<file path="src/rtl/transaction_forwarder.sv">
// Pops one packet from a granted queue and forwards it on a valid/ready master port.
// Optional per-queue forwarded-packet counters are built when FORWARDER_STATS_EN is defined.
module transaction_forwarder #(
  parameter int NUMBER_OF_QUEUES = 4,
  parameter int PACKET_SIZE      = 64,
  parameter int COUNTER_SIZE     = 32
) (
  input  logic                                     clock,
  input  logic                                     reset,
  input  logic                                     enable,
  input  logic [$clog2(NUMBER_OF_QUEUES)-1:0]      id,
  input  logic [NUMBER_OF_QUEUES-1:0]              empty,
  input  logic [NUMBER_OF_QUEUES*PACKET_SIZE-1:0]  queue_data,
  output logic [NUMBER_OF_QUEUES-1:0]              pop,
  output logic                                     m_valid,
  input  logic                                     m_ready,
  output logic [PACKET_SIZE-1:0]                   m_data,
  output logic [$clog2(NUMBER_OF_QUEUES)-1:0]      m_id,
  output logic                                     consumed,
  output logic                                     busy,
  output logic                                     underflow,
  input  logic                                     stats_clear,
  output logic [NUMBER_OF_QUEUES*COUNTER_SIZE-1:0] stats
);

  localparam int ID_W = $clog2(NUMBER_OF_QUEUES);

  typedef enum logic [1:0] {IDLE, LOAD, SEND, DONE} state_t;

  state_t                      state_reg, state_next;
  logic [NUMBER_OF_QUEUES-1:0] pop_reg, pop_next;
  logic [PACKET_SIZE-1:0]      m_data_reg, m_data_next;
  logic [ID_W-1:0]             m_id_reg, m_id_next;
  logic                        m_valid_reg, m_valid_next;
  logic                        consumed_reg, consumed_next;
  logic                        busy_reg, busy_next;
  logic                        underflow_reg, underflow_next;

  logic [PACKET_SIZE-1:0] queue_data_arr [NUMBER_OF_QUEUES];

  genvar gi;
  generate
    for (gi = 0; gi < NUMBER_OF_QUEUES; gi++) begin : g_unpack
      assign queue_data_arr[gi] = queue_data[gi*PACKET_SIZE +: PACKET_SIZE];
    end
  endgenerate

  always_ff @(posedge clock) begin
    if (reset) begin
      state_reg     <= IDLE;
      pop_reg       <= '0;
      m_data_reg    <= '0;
      m_id_reg      <= '0;
      m_valid_reg   <= 1'b0;
      consumed_reg  <= 1'b0;
      busy_reg      <= 1'b0;
      underflow_reg <= 1'b0;
    end else begin
      state_reg     <= state_next;
      pop_reg       <= pop_next;
      m_data_reg    <= m_data_next;
      m_id_reg      <= m_id_next;
      m_valid_reg   <= m_valid_next;
      consumed_reg  <= consumed_next;
      busy_reg      <= busy_next;
      underflow_reg <= underflow_next;
    end
  end

  // Output registers are loaded from the upcoming state so every strobe
  // lines up with the state it belongs to without any input-to-output path.
  always_comb begin
    state_next     = state_reg;
    pop_next       = '0;
    m_data_next    = m_data_reg;
    m_id_next      = m_id_reg;
    underflow_next = underflow_reg;
    case (state_reg)
      IDLE: begin
        if (enable) begin
          if (empty[id]) begin
            underflow_next = 1'b1;
            state_next     = DONE;
          end else begin
            m_id_next    = id;
            pop_next[id] = 1'b1;
            state_next   = LOAD;
          end
        end
      end
      LOAD: begin
        m_data_next = queue_data_arr[m_id_reg];
        state_next  = SEND;
      end
      SEND: begin
        if (m_ready) begin
          state_next = DONE;
        end
      end
      DONE: begin
        state_next = IDLE;
      end
      default: begin
        state_next = IDLE;
      end
    endcase
    m_valid_next  = (state_next == SEND);
    consumed_next = (state_next == DONE);
    busy_next     = (state_next != IDLE);
  end

  assign pop       = pop_reg;
  assign m_valid   = m_valid_reg;
  assign m_data    = m_data_reg;
  assign m_id      = m_id_reg;
  assign consumed  = consumed_reg;
  assign busy      = busy_reg;
  assign underflow = underflow_reg;

`ifdef FORWARDER_STATS_EN
  generate
    for (gi = 0; gi < NUMBER_OF_QUEUES; gi++) begin : g_stats
      logic [COUNTER_SIZE-1:0] count_reg;
      // Clear takes priority over a same-cycle handshake.
      always_ff @(posedge clock) begin
        if (reset || stats_clear) begin
          count_reg <= '0;
        end else if (state_reg == SEND && m_ready && m_id_reg == ID_W'(gi)) begin
          count_reg <= count_reg + COUNTER_SIZE'(1);
        end
      end
      assign stats[gi*COUNTER_SIZE +: COUNTER_SIZE] = count_reg;
    end
  endgenerate
`else
  logic unused_stats_clear;
  assign unused_stats_clear = stats_clear;
  assign stats              = '0;
`endif

endmodule

</file>
<file path="config.mk">
export PLATFORM = sky130hd
export DESIGN_NAME = transaction_forwarder
export DESIGN_NICKNAME = d
export VERILOG_FILES = /design/src/rtl/transaction_forwarder.sv
export SDC_FILE = /design/constraint.sdc
export NUM_CORES = 1
export LEC_CHECK = 0
export ABC_AREA = 1
export BUFFER_PORTS_ARGS = -buffer_cell sky130_fd_sc_hd__buf_4
export CAP_MARGIN = 30
export CORE_AREA = 3 3 180 182
export CTS_BUF_LIST = sky130_fd_sc_hd__clkbuf_16
export CTS_CLUSTER_DIAMETER = 200
export DETAILED_ROUTE_END_ITERATION = 16
export DIE_AREA = 0 0 183 185
export PLACE_DENSITY = 0.49
export SETUP_SLACK_MARGIN = 0.3
export SYNTH_ARGS = -nofsm -noshare
export SYNTH_HDL_FRONTEND = slang
export SYNTH_SLANG_ARGS = --single-unit
</file>
<file path="constraint.sdc">
create_clock -name clock -period 3.1 [get_ports clock]
set_input_delay 0.31 -clock clock [delete_from_list [all_inputs] [get_ports clock]]
set_output_delay 0.31 -clock clock [all_outputs]
set_load 0.05 [all_outputs]
</file>
; Word-level counts from Yosys, hierarchy flattened
; Index checks and enable logic that the tools add are counted.
[word_totals]
register_bits = 76
out_inout_bits = 202
elab_cells = 37
[op_classes]
n_eq_ne = 5
mux = 11
reduce_logical = 6
n_bitwise = 4
order_cmp = 3
[ops]
columns = cell, count
row1 = 64-bit binary-select mux with 2-bit select, 1
row2 = 64-bit two-way mux, 2
row3 = "2-bit equality test, second input constant", 4
row4 = 2-bit case mux with 4 select lines, 1
row5 = 2-bit two-way mux, 3
row6 = 3-bit AND reduction, 2
row7 = 4-bit OR reduction, 1
row8 = "3-bit greater-or-equal comparator, second input constant", 1
row9 = "2-bit by 3-bit < comparator with 1-bit output, second input constant", 1
row10 = 1-bit NOT, 3
row11 = 2-bit NOT with 3-bit output, 1
row12 = 1-bit binary-select mux with 2-bit select, 1
row13 = 1-bit demux with 2-bit select, 1
row14 = "2-bit by 1-bit equality test with 1-bit output, second input constant", 1
row15 = "2-bit by 1-bit greater-or-equal comparator with 1-bit output, second input constant", 1
row16 = 2-bit zero test, 1
row17 = 1-bit two-way mux, 2
row18 = 2-bit nonzero test, 1
row19 = 1-bit logical AND, 1

; Depth between registers and ports, before layout
; Gate-level depths: netlist (run 1).
[depth]
depth_word = 6
depth_mapped = 10
ltp_nobuf = 10

; Worst setup path before layout (run 1)
; Ideal clock, no wire load.
[synth_timing]
path_type = register -> register
startpoint = register m_id_reg[0] (netlist: m_id[0])
endpoint = register m_data_reg[31] (netlist: m_data[31])
path_slack_ns = 1.503
t_required_ns = 2.987
path_stages_with_launch = 9
arrival_ns = 1.484
n_path_buf = 3
path_cell_list = dfxtp_1 buf_6 inv_4 buf_6 buf_6 o21ai_2 o22ai_1 o21ai_1 inv_1
[synth_via]
elab_chain_len = 4
[synth_rtl]
columns = item, line
row1 = "start, declared", 33  ; logic [ID_W-1:0] m_id_reg, m_id_next;
row2 = "start signal, assigned", 62  ; m_id_reg <= m_id_next;
row3 = 2-bit NOT with 3-bit output (implied by the code), 92  ; m_data_next = queue_data_arr[m_id_reg];
row4 = 64-bit binary-select mux with 2-bit select, 92
row5 = 64-bit two-way mux (implied by the code) (2 in series), 92
row6 = "end signal, assigned", 61  ; m_data_reg <= m_data_next;
row7 = "end, declared", 32  ; logic [PACKET_SIZE-1:0] m_data_reg, m_data_next;
; Every way passes these cells. The select of a mux whose other input is x is not followed.
; A chain may end at the register's enable or synchronous reset.

; Worst setup path after layout (run 1)
[layout_timing]
startpoint = register m_id_reg[1] (netlist: m_id[1])
endpoint = output m_id[1]
[layout_rtl]
columns = item, line
row1 = "end, declared", 18  ; output logic [$clog2(NUMBER_OF_QUEUES)-1:0] m_id,
; No word-level cell between the ends.

==> results.md, run 1 <==
* LEAKAGE at 4.492 nW
* Vias after detailed routing at 6457
* Arr. time, crit path at 1.57 ns
* Main synth FF type: dfxtp_1
* Setup TNS at 0 ns
* Final core occ at 27.26%
* CTS tree: done
* Post-Syn Instances at 903
* Delay-heaviest family, CP: buffers and inverters
* GP Congestion at 0.7782
* Nets@finish at about 1500
* Antenna Nets Post-Route at 0
* CP Cell Sequence: buf_4 -> buf_4
* Slew Limit Headroom at 45.99%
* Yosys reg bits at 76
* Port bufs at around 340
* Status: finished, final reports clean
* Total power at 4.768 mW
* DRC at 0
* Hold slack at 0.1537 ns
* Most area-consuming cells after synthesis: dfxtp_1 27%, buf_4 17%, nor2_1 17%
* Hold_buf cts at 0
* TritonCTS Buffers at 9
* Most instantiated cells after synthesis: 258 x nor2_1, 129 x buf_4, 104 x o21ai_1, 84 x o21ai_0, 76 x dfxtp_1
* P&R area growth vs syn at 46.70%
* Vias in the first global route at 5948
* Crit Path Category: register to primary output
* Max reg flops at 64
* Initial antenna violation count at 0
* Clock slew at reported path FFs at 0.07 ns
* Post-cts gate resize count at 0
* IO Pins at 469
* Die extent in x at 183 um
* Fin. Hold Viols at 0
* FMAX at 531.6 MHz
* Worst hold path type: primary input to register
* Largest fanout on the critical path at 65
* CTS Buffer Depth at 2
* Crit path buffers/inverters at 2
* Skew final at 0.01162 ns
* Drt initial violations at 184
* Dpl hpwl at 17220 um
* Async set or reset register ratio after synthesis at 0%
* Core box area at 30750 sq um
* Post-synthesis average cell area at ~6.3 sq um
* Die H at roughly 190 um
* First-pass GRT wire length at 32910 um
* Peak VDD IR at approximately 0.33 mV
* H-tree levels at 3
* Die Area at ~34000 sq um
* Filler Cell Count at around 3500
* Power per cell area at between 500 and 600 nW/um^2
* Post-synth top area share at 26.63%
* Register area share after synthesis at 26.63%
* Worst path required time at ~2.8 ns
* GRT Total Usage at 12.40%
* Max-Cap Viols at 0
* Final Setup Violations at 0
* Clock Root Buffer: clkbuf_16
* Count of final max-slew check failures at 0
* Initial Utilization at between 10% and 20%
* CTS sink cnt at 76
* Critical Path Start Type: register
* YS warnings at 0
* DR WL/cell at about 14 um
* Tcrit/Tclk final at 60.68%
* Postcts setup bufs at 0
* Layout cells sized above 1 at 31.87%
* Crit path time final at around 1.9 ns
* Synthesized cell area at between 5000 and 6000 sq um
* GR Overflow Total at 0
* Post-synth top area cell: dfxtp_1
* FP Rows at 64
* Final WL at ~23000 um
* Clk_lat worst skew at 0.34 ns
* Top-count cell post-synth: nor2_1
* Cell variety after synth at 23
* First-pass DRT Iterations at 4
* Post-synth EDFFs at 0
* Most frequent CP cell: buf_4
* RSZ-0062 raised after global routing: false
* Critical path's largest stage delay at around 0.56 ns
* Nature of the critical path endpoint: primary output
* Largest net degree at the start of global routing at 73
* Crit path max-delay cell type: buf_4
* Diode count at 0
* Worst-Margin Slew at 0.8101 ns
* Routed vias/inst at roughly 4.0
[logic make-up (layout without fill, tap and decap cells)]
family | count (synthesis) | count (layout) | synth area share, %
buffers and inverters | 270 | 445 | 28.27
AO/OA/AOI/OAI | 260 | 260 | 24.52
other | 1 | 128 | 0.06563
AND/OR/NAND/NOR | 292 | 292 | 19.64
flip-flops | 76 | 76 | 26.63
adder cells (fa/ha/maj) | 4 | 4 | 0.8759
[area by class of cell]
type | instances | area, sq um | share of cell area (%)
flip-flops and latches | 76 | 1526 | 18.21
repair buffers | 349 | 2658 | 31.70
inverters | 80 | 302.8 | 3.612
multi-input cells | 684 | 3057 | 36.46
clock buffers | 10 | 250.2 | 2.985
well taps | 396 | 495.5 | 5.910
clock inverters | 6 | 93.84 | 1.119
[metrics by stage]
stage	std cells	worst slack (ns)	area, sq um
6_report	1601	1.219	8383
3_5_place_dp	1585	1.372	8039
3_3_place_gp	1585	1.404	8039
2_1_floorplan	1030	1.503	6191
4_1_cts	1601	1.209	8383
5_1_grt	1601	1.113	8383
[per-layer routing]
layer  vias up  wire [um]  global-route usage [%]
li1       3258          -                       -
met1      2906       8961                   14.06
met2       277      11670                   23.05
met3        16       1835                   3.417
met4         0        337                   3.016
met5         -          0                       0
[worst register-to-register path, cell delays in order, from the launching register on]
cell and delay (ns):
dfxtp_1 0.31, inv_1 0.11, ha_2 0.20, buf_4 0.55
nor2_1 0.24, nor2_1 0.12, o21ai_1 0.07, inv_1 0.08
[report_power, final]
part / switching [mW] / leakage (nW) / internal (mW) / total [mW]
sequential: 0.0792 / 0.625 / 1.13 / 1.21
clock: 0.466 / 0.170 / 0.762 / 1.23
combinational: 1.62 / 3.70 / 0.708 / 2.33
[worst paths after layout]
| check | from | endpoint | slack [ns] | cells past startpoint |
|---|---|---|---|---|
| setup / recovery | m_id[1] | m_id[1] | 1.22 | 2 |
| setup reg to reg | state_reg[1] | m_data[43] | 1.35 | 7 |
| hold reg to reg | underflow | underflow | 0.52 | 2 |
| hold / removal | id[1] | pop[1] | 0.15 | 2 |
[cell usage in the layout, fill, tap and decap left out, types with 3 or more instances in the layout]
cell type	netlist	routed
nand2_1	23	23
inv_2	4	4
ha_1	4	3
buf_4	129	346
clkbuf_16	0	10
nor3_1	4	4
o21ai_0	84	84
o21ai_2	5	5
o21ai_1	104	104
inv_1	75	75
conb_1	1	128
o22ai_1	64	64
nor2_1	258	258
dfxtp_1	76	74
nor2_2	5	5
buf_12	0	3
Power figures use the tool's default switching activity.
==> run 2: changes to the inputs <==
CORE_AREA = 3 3 179 181   (was 3 3 180 182)
DIE_AREA = 0 0 182 184   (was 0 0 183 185)
PLACE_DENSITY = 0.51   (was 0.49)
clock period = 1.65 ns   (was 3.1 ns; I/O delays follow)
==> run 2 against run 1 <==
  * Global-route usage grew 0.18 points
  * Register-to-register slack worse by 1.0 ns
  * First-iteration DRC count shrank 23%
  * Clock skew shrank 0.0017 ns
  * Combinational power is 100% higher
  * Cell area grew 6.8%
  * Final cell count is 1.4% higher
  * Core utilization increased by 2.0 points
  * Sequential power rose by 90%
  * Routed wire length grew 3.3%
  * Total power is 92% higher
==> results.md, run 2 (same netlist as run 1, synthesis figures left out) <==
* Total power at 9.150 mW (+92%)
* IO Pins at 469 (unchanged)
* Routed vias/inst at 4.022 (-0.27%)
* First-pass DRT Iterations at 4 (unchanged)
* Skew final at 0.009949 ns (-0.001671 ns)
* Worst path required time at 1.48 ns (-1.31 ns)
* CTS sink cnt at 76 (unchanged)
* CP Cell Sequence: buf_12 -> buf_4
* Largest fanout on the critical path at 32 (-51%)
* Clock slew at reported path FFs at 0.07 ns (about the same)
* Setup WS pre-CTS at 0.2187 ns (-1.154 ns)
* Drt initial violations at 141 (-23%)
* Clock Root Buffer: clkbuf_16
* FMAX at 742.5 MHz
* Final WL at 23560 um (+3.3%)
* CTS Buffer Depth at 2 (unchanged)
* GR Overflow Total at 0 (unchanged)
* Status: finished, final reports clean
* Most frequent cells in the layout: 346 x buf_4, 244 x nor2_1, 128 x conb_1, 110 x o21ai_1
* Max-Cap Viols at 0 (unchanged)
* GP Congestion at 0.7477 (-3.9%)
* Area of placed instances at 8172 sq um (+1.6%)
* RSZ-0062 raised after global routing: true
* Tcrit/Tclk final at 81.62%
* Largest net degree at the start of global routing at 54 (-26%)
* Count of final max-slew check failures at 0 (unchanged)
* Clk_lat worst skew at 0.34 ns (about the same)
* Filler Cell Count at 3404 (-1.9%)
* Crit path time final at 1.347 ns
* Initial antenna violation count at 0 (unchanged)
* Power per cell area at 1022 nW/um^2 (+80%)
* Core box area at 30590 sq um (-0.52%)
* Final Setup Violations at 0 (unchanged)
* H-tree levels at 3 (unchanged)
* Most common cell after layout, fill and taps aside: buf_4
* DR WL/cell at 14.52 um (+1.9%)
* Final non-filler cell area at 8956 sq um (+6.8%)
* CTS tree: done
* Layout cells sized above 1 at 36.76% (+4.9 points)
* DRC at 0 (unchanged)
* Worst hold path type: primary input to register
* P&R area growth vs syn at 56.73%
* PnR worst setup slack at 0.3032 ns (-0.9157 ns)
* Setup TNS at 0 ns (unchanged)
* Max reg flops at 64 (unchanged)
* Die H at 184 um (-0.54%)
* First-pass GRT wire length at 33350 um (+1.3%)
* TritonCTS Buffers at 9 (unchanged)
* Nets@finish at 1493 (+1.5%)
* Die extent in x at 182 um (-0.55%)
* Fin. Hold Viols at 0 (unchanged)
* LEAKAGE at 4.704 nW (+4.7%)
* Diode count at 0 (unchanged)
* Delay-heaviest family, CP: buffers and inverters
* Nature of the critical path endpoint: primary output
* Final cell count without fillers at 1623 (+1.4%)
* Critical path's largest stage delay at 0.39 ns (-0.17 ns)
* Crit path buffers/inverters at 2 (unchanged)
* Crit Path Category: register to primary output
* Vias after detailed routing at 6528 (+1.1%)
* GRT Total Usage at 12.59% (+0.18 points)
* Arr. time, crit path at 1.18 ns (-0.39 ns)
* Dpl hpwl at 17570 um (+2.1%)
* Vias in the first global route at 6270 (+5.4%)
* Peak VDD IR at 0.4260 mV (+27%)
* Critical Path Start Type: register
* FP Rows at 64 (unchanged)
* Crit path max-delay cell type: dfxtp_2
* Placed insts at 1596 (+0.69%)
* Antenna Nets Post-Route at 0 (unchanged)
* Die Area at 33490 sq um (-1.1%)
* Initial Utilization at 18.68% (+0.097 points)
* Port bufs at 339 (unchanged)
-- run 2: cell types whose count changed in the layout (fill, tap and decap cells not counted), moves of 5 or more --
| cell | before | now |
|---|---|---|
| o21ai_0 | 84 | 54 |
| o21ai_2 | 5 | 24 |
| nor2_1 | 258 | 244 |
| nor2_2 | 5 | 18 |
| buf_6 | 0 | 8 |
| buf_12 | 3 | 10 |
| o21ai_1 | 104 | 110 |
| o21ai_4 | 0 | 5 |
| o22ai_1 | 64 | 59 |
| o22ai_2 | 0 | 5 |
-- run 2: timing repair --
action	in CTS	in global routing
endpoints found under the hold margin	2	0
pin swaps	8	8
gates cloned	1	4
gates resized for setup	30	78
setup buffers	3	2
hold buffers	1	0
endpoints found under the setup margin	51	77
-- run 2: path summary, 6_finish.rpt --
check,end,start,cells past startpoint,slack (ns)
worst min-delay path,pop[0],id[0],2,0.03
worst min register to register,underflow,underflow,2,0.51
worst max register to register,m_data[59],m_id[0],6,0.31
worst max-delay path,m_id[1],m_id[1],2,0.30
-- run 2: cell type report --
class / count / area (sq um) / area share [%]
inverters: 80 / 305.3 / 3.409
flip-flops and latches: 76 / 1530 / 17.09
repair buffers: 371 / 3055 / 34.12
multi-input cells: 684 / 3271 / 36.52
clock inverters: 7 / 73.82 / 0.8243
well taps: 396 / 495.5 / 5.532
clock buffers: 9 / 225.2 / 2.515
-- run 2: report_power, final --
part / switching (mW) / leakage (nW) / internal [mW]
combinational: 3.18 / 3.93 / 1.60
sequential: 0.177 / 0.626 / 2.12
clock: 0.891 / 0.144 / 1.18
total: 4.24 / 4.70 / 4.91
-- run 2: layer usage --
layer / up-vias / wire length [um] / track usage [%] / part of all wire [%]
met1: 2913 / 9393 / 14.45 / 40
met3: 28 / 1752 / 3.047 / 7.4
li1: 3298 / - / - / -
met4: 0 / 547 / 4.906 / 2.3
met2: 289 / 11870 / 22.54 / 50
met5: - / 0 / 0 / 0
-- run 2: stage by stage --
stage                     hold slack, ns  util (%)
after global routing             0.01978     29.28
after floorplan                   0.2418         -
after detailed placement          0.3653     26.71
after CTS                       0.001671     28.17
final                            0.03123     29.28
after global placement            0.3638     26.71
==> run 3: changes to the inputs <==
ABC_AREA = 0   (was 1)
CORE_AREA = 3 3 182 184   (was 3 3 179 181)
DIE_AREA = 0 0 185 187   (was 0 0 182 184)
PLACE_DENSITY = 0.47   (was 0.51)
clock period = 1.4 ns   (was 1.65 ns; I/O delays follow)
==> run 3 against run 2 <==
  * The run now ends with setup timing left
  * Core utilization decreased by 1.7 points
  * Sequential cell count unchanged
  * Combinational power increased by 16%
  * Synthesized area decreased by 8.2%
  * Sequential power increased by 19%
  * Worst setup slack got worse by 0.45 ns
  * Hold slack improved by 0.0089 ns
  * Via count decreased by 29%
  * Clock skew about the same
  * Final cell count decreased by 24%
==> results.md, run 3 <==
* Status: finished with violations
* Failing checks: setup timing
* P&R area growth vs syn at 66.20%
* Core box area at 31560 sq um (+3.2%)
* GRT Total Usage at 11.11% (-1.5 points)
* Multi-input logic area at 3202 sq um (-2.1%)
* Delay-heaviest family, CP: multiplexers
* Setup TNS at -6.346 ns (-6.346 ns)
* FF-to-FF Start: m_id[0]
* Max-Cap Viols at 0 (unchanged)
* Main synth FF type: dfxtp_1
* GR Util met1 at 12.34% (-2.1 points)
* DRC at 0 (unchanged)
* Dpl hpwl at 16020 um (-8.9%)
* CP Cell Sequence: buf_12 -> buf_6 -> mux4_2 -> mux2i_1 -> nor2_1
* Drt initial violations at 114 (-19%)
* Slew Limit Headroom at 60.03%
* Crit path buffers/inverters at 2 (unchanged)
* Max reg flops at 64 (unchanged)
* Post-synth top area cell: dfxtp_1
* Async set or reset register ratio after synthesis at 0% (unchanged)
* Cell variety after synth at 31 (+35%)
* Post-synth top area share at 29.01% (+2.4 points)
* Setup WS pre-CTS at -0.1523 ns (-0.3710 ns)
* Die extent in x at 185 um (+1.6%)
* Peak VDD IR at 0.5055 mV (+19%)
* CTS sink cnt at 76 (unchanged)
* FP Rows at 65 (+1.6%)
* Most area-consuming cells after synthesis: dfxtp_1 29%, mux4_2 28%, buf_4 18%
* Placed insts at 1211 (-24%)
* Total power at 10.40 mW (+14%)
* Crit Path Category: register to register
* IO Pins at 469 (unchanged)
* Filler Cell Count at 3393 (-0.32%)
* Worst path required time at 1.60 ns (+0.12 ns)
* Die Area at 34600 sq um (+3.3%)
* Post-Syn Instances at 466 (-48%)
* Final cell count without fillers at 1239 (-24%)
* Die H at 187 um (+1.6%)
* Worst setup path start: m_id[0]
* Synthesized cell area at 5245 sq um (-8.2%)
* Skew final at 0.009479 ns (-0.0004694 ns)
* Most frequent cells in the layout: 350 x buf_4, 128 x conb_1, 68 x nor2_1, 67 x dfxtp_1
* RSZ-0062 raised after global routing: true
* Hold path start: reset
* Largest net degree at the start of global routing at 47 (-13%)
* Worst Hold Depth at 2 (unchanged)
* DR WL/cell at 16.23 um (+12%)
* Register area share after synthesis at 29.01% (+2.4 points)
* Met3 usage at 2.995% (-0.052 points)
* FMAX at 644.8 MHz
* Critical Path Start Type: register
* Worst-Margin Slew at 0.5995 ns
* Reg area at 1540 sq um (+0.65%)
* Crit path time final at around 1.6 ns
* Top-count cell post-synth: buf_4
* Final non-filler cell area at 8717 sq um (-2.7%)
* Hold_buf cts at 0 (-1)
* H-tree levels at 3 (unchanged)
* Port bufs at 339 (unchanged)
* Worst hold path type: primary input to register
* GP Congestion at 0.7248 (-3.1%)
* PnR worst setup slack at -0.1509 ns (-0.4542 ns)
* Flop2flop setup slack at -0.15 ns (-0.46 ns)
* Critical path's largest stage delay at 0.50 ns (+0.11 ns)
* Count of final max-slew check failures at 0 (unchanged)
* Antenna Nets Post-Route at 0 (unchanged)
* Yosys reg bits at 76 (unchanged)
* Nature of the critical path endpoint: register
* Post-synth EDFFs at 0 (unchanged)
* CTS tree: done
* Crit path max-delay cell type: mux4_2
* TritonCTS Buffers at 9 (unchanged)
* LEAKAGE at 3.947 nW (-16%)
* Gr busiest metal: met2
* GR Overflow Total at 0 (unchanged)
* Layout cells sized above 1 at 58.90% (+22 points)
* Routed vias/inst at 3.716 (-7.6%)
* Power per cell area at 1193 nW/um^2 (+17%)
* Clk_lat worst skew at 0.34 ns (about the same)
* Vias in the first global route at 4930 (-21%)
* Area of placed instances at 8128 sq um (-0.54%)
* First-pass DRT Iterations at 4 (unchanged)
* Met2 usage at 20.37% (-2.2 points)
* Fin. Hold Viols at 0 (unchanged)
* Depth of the worst register-to-register path at 5 (-1)
* Vias after detailed routing at 4604 (-29%)
* Initial Utilization at 16.62% (-2.1 points)
* YS warnings at 0 (unchanged)
* CTS Buffer Depth at 2 (unchanged)
* Largest fanout on the critical path at 14 (-56%)
* Nets@finish at 1103 (-26%)
* Diode count at 0 (unchanged)
* Post-synthesis average cell area at 11.26 sq um (+78%)
* Clock Root Buffer: clkbuf_16
* Clock slew at reported path FFs at 0.06 ns (about the same)
* Tcrit/Tclk final at 110.8%
* R2R Path End: m_data[8]
* Final WL at 20100 um (-15%)
* Most instantiated cells after synthesis: 129 x buf_4, 76 x dfxtp_1, 69 x nor2_1, 65 x mux2i_1, 65 x mux4_2
* First-pass GRT wire length at 28810 um (-14%)
* Hold endpoint: busy
* Most common cell after layout, fill and taps aside: buf_4
* Final Setup Violations at 65 (+65)
* Arr. time, crit path at 1.75 ns (+0.57 ns)
* Initial antenna violation count at 0 (unchanged)
run 3: kinds of logic after synthesis:
kind of cell / after synthesis / share of synthesized area, %
AO/OA/AOI/OAI: 9 / 1.050
adder cells (fa/ha/maj): 4 / 0.9542
buffers and inverters: 160 / 21.06
flip-flops: 76 / 29.01
multiplexers: 132 / 40.74
other: 1 / 0.07150
AND/OR/NAND/NOR: 84 / 7.109
run 3: stage by stage:
| step | hold slack (ns) | utilization (%) |
|---|---|---|
| 3_5_place_dp | 0.4112 | 25.76 |
| 4_1_cts | 0.02162 | 27.28 |
| 3_3_place_gp | 0.4125 | 25.76 |
| 5_1_grt | 0.03980 | 27.62 |
| 2_1_floorplan | 0.2433 | - |
| 6_report | 0.04009 | 27.62 |
run 3: area by class of cell:
| cell class | instances | area share [%] |
|---|---|---|
| Clock buffer | 9 | 2.584 |
| Clock inverter | 7 | 0.3301 |
| Inverter | 2 | 0.1435 |
| Multi-Input combinational cell | 357 | 36.73 |
| Sequential cell | 76 | 17.67 |
| Tap cell | 402 | 5.770 |
| Timing Repair Buffer | 386 | 36.77 |
run 3: timing repair:
| item | CTS | global route |
|---|---|---|
| cloned | 3 | 0 |
| resized for setup | 25 | 18 |
| pin swaps | 5 | 1 |
| hold endpoints to repair | 0 | 0 |
| endpoints found under the setup margin | 82 | 79 |
| buffers inserted | 4 | 5 |
run 3: power breakdown:
part	leakage, nW	total (mW)	switching [mW]	internal (mW)
clock network	0.138	2.11	0.944	1.16
logic	3.18	5.55	3.25	2.30
registers	0.625	2.74	0.220	2.52
run 3: worst max path at each step:
stage                            end  slack, ns  cells past startpoint
after floorplan            m_data[0]      -0.15                      5
after global placement     m_data[4]      -0.13                      5
after detailed placement  m_data[62]      -0.15                      5
after CTS                  m_data[8]      -0.17                      5
after global routing      m_data[50]      -0.24                      5
final                      m_data[8]      -0.15                      5
run 3: metal layers:
layer,vias up,wire (um)
li1,2151,-
met1,2171,7467
met2,270,10540
met3,12,1759
met4,0,334
met5,-,0
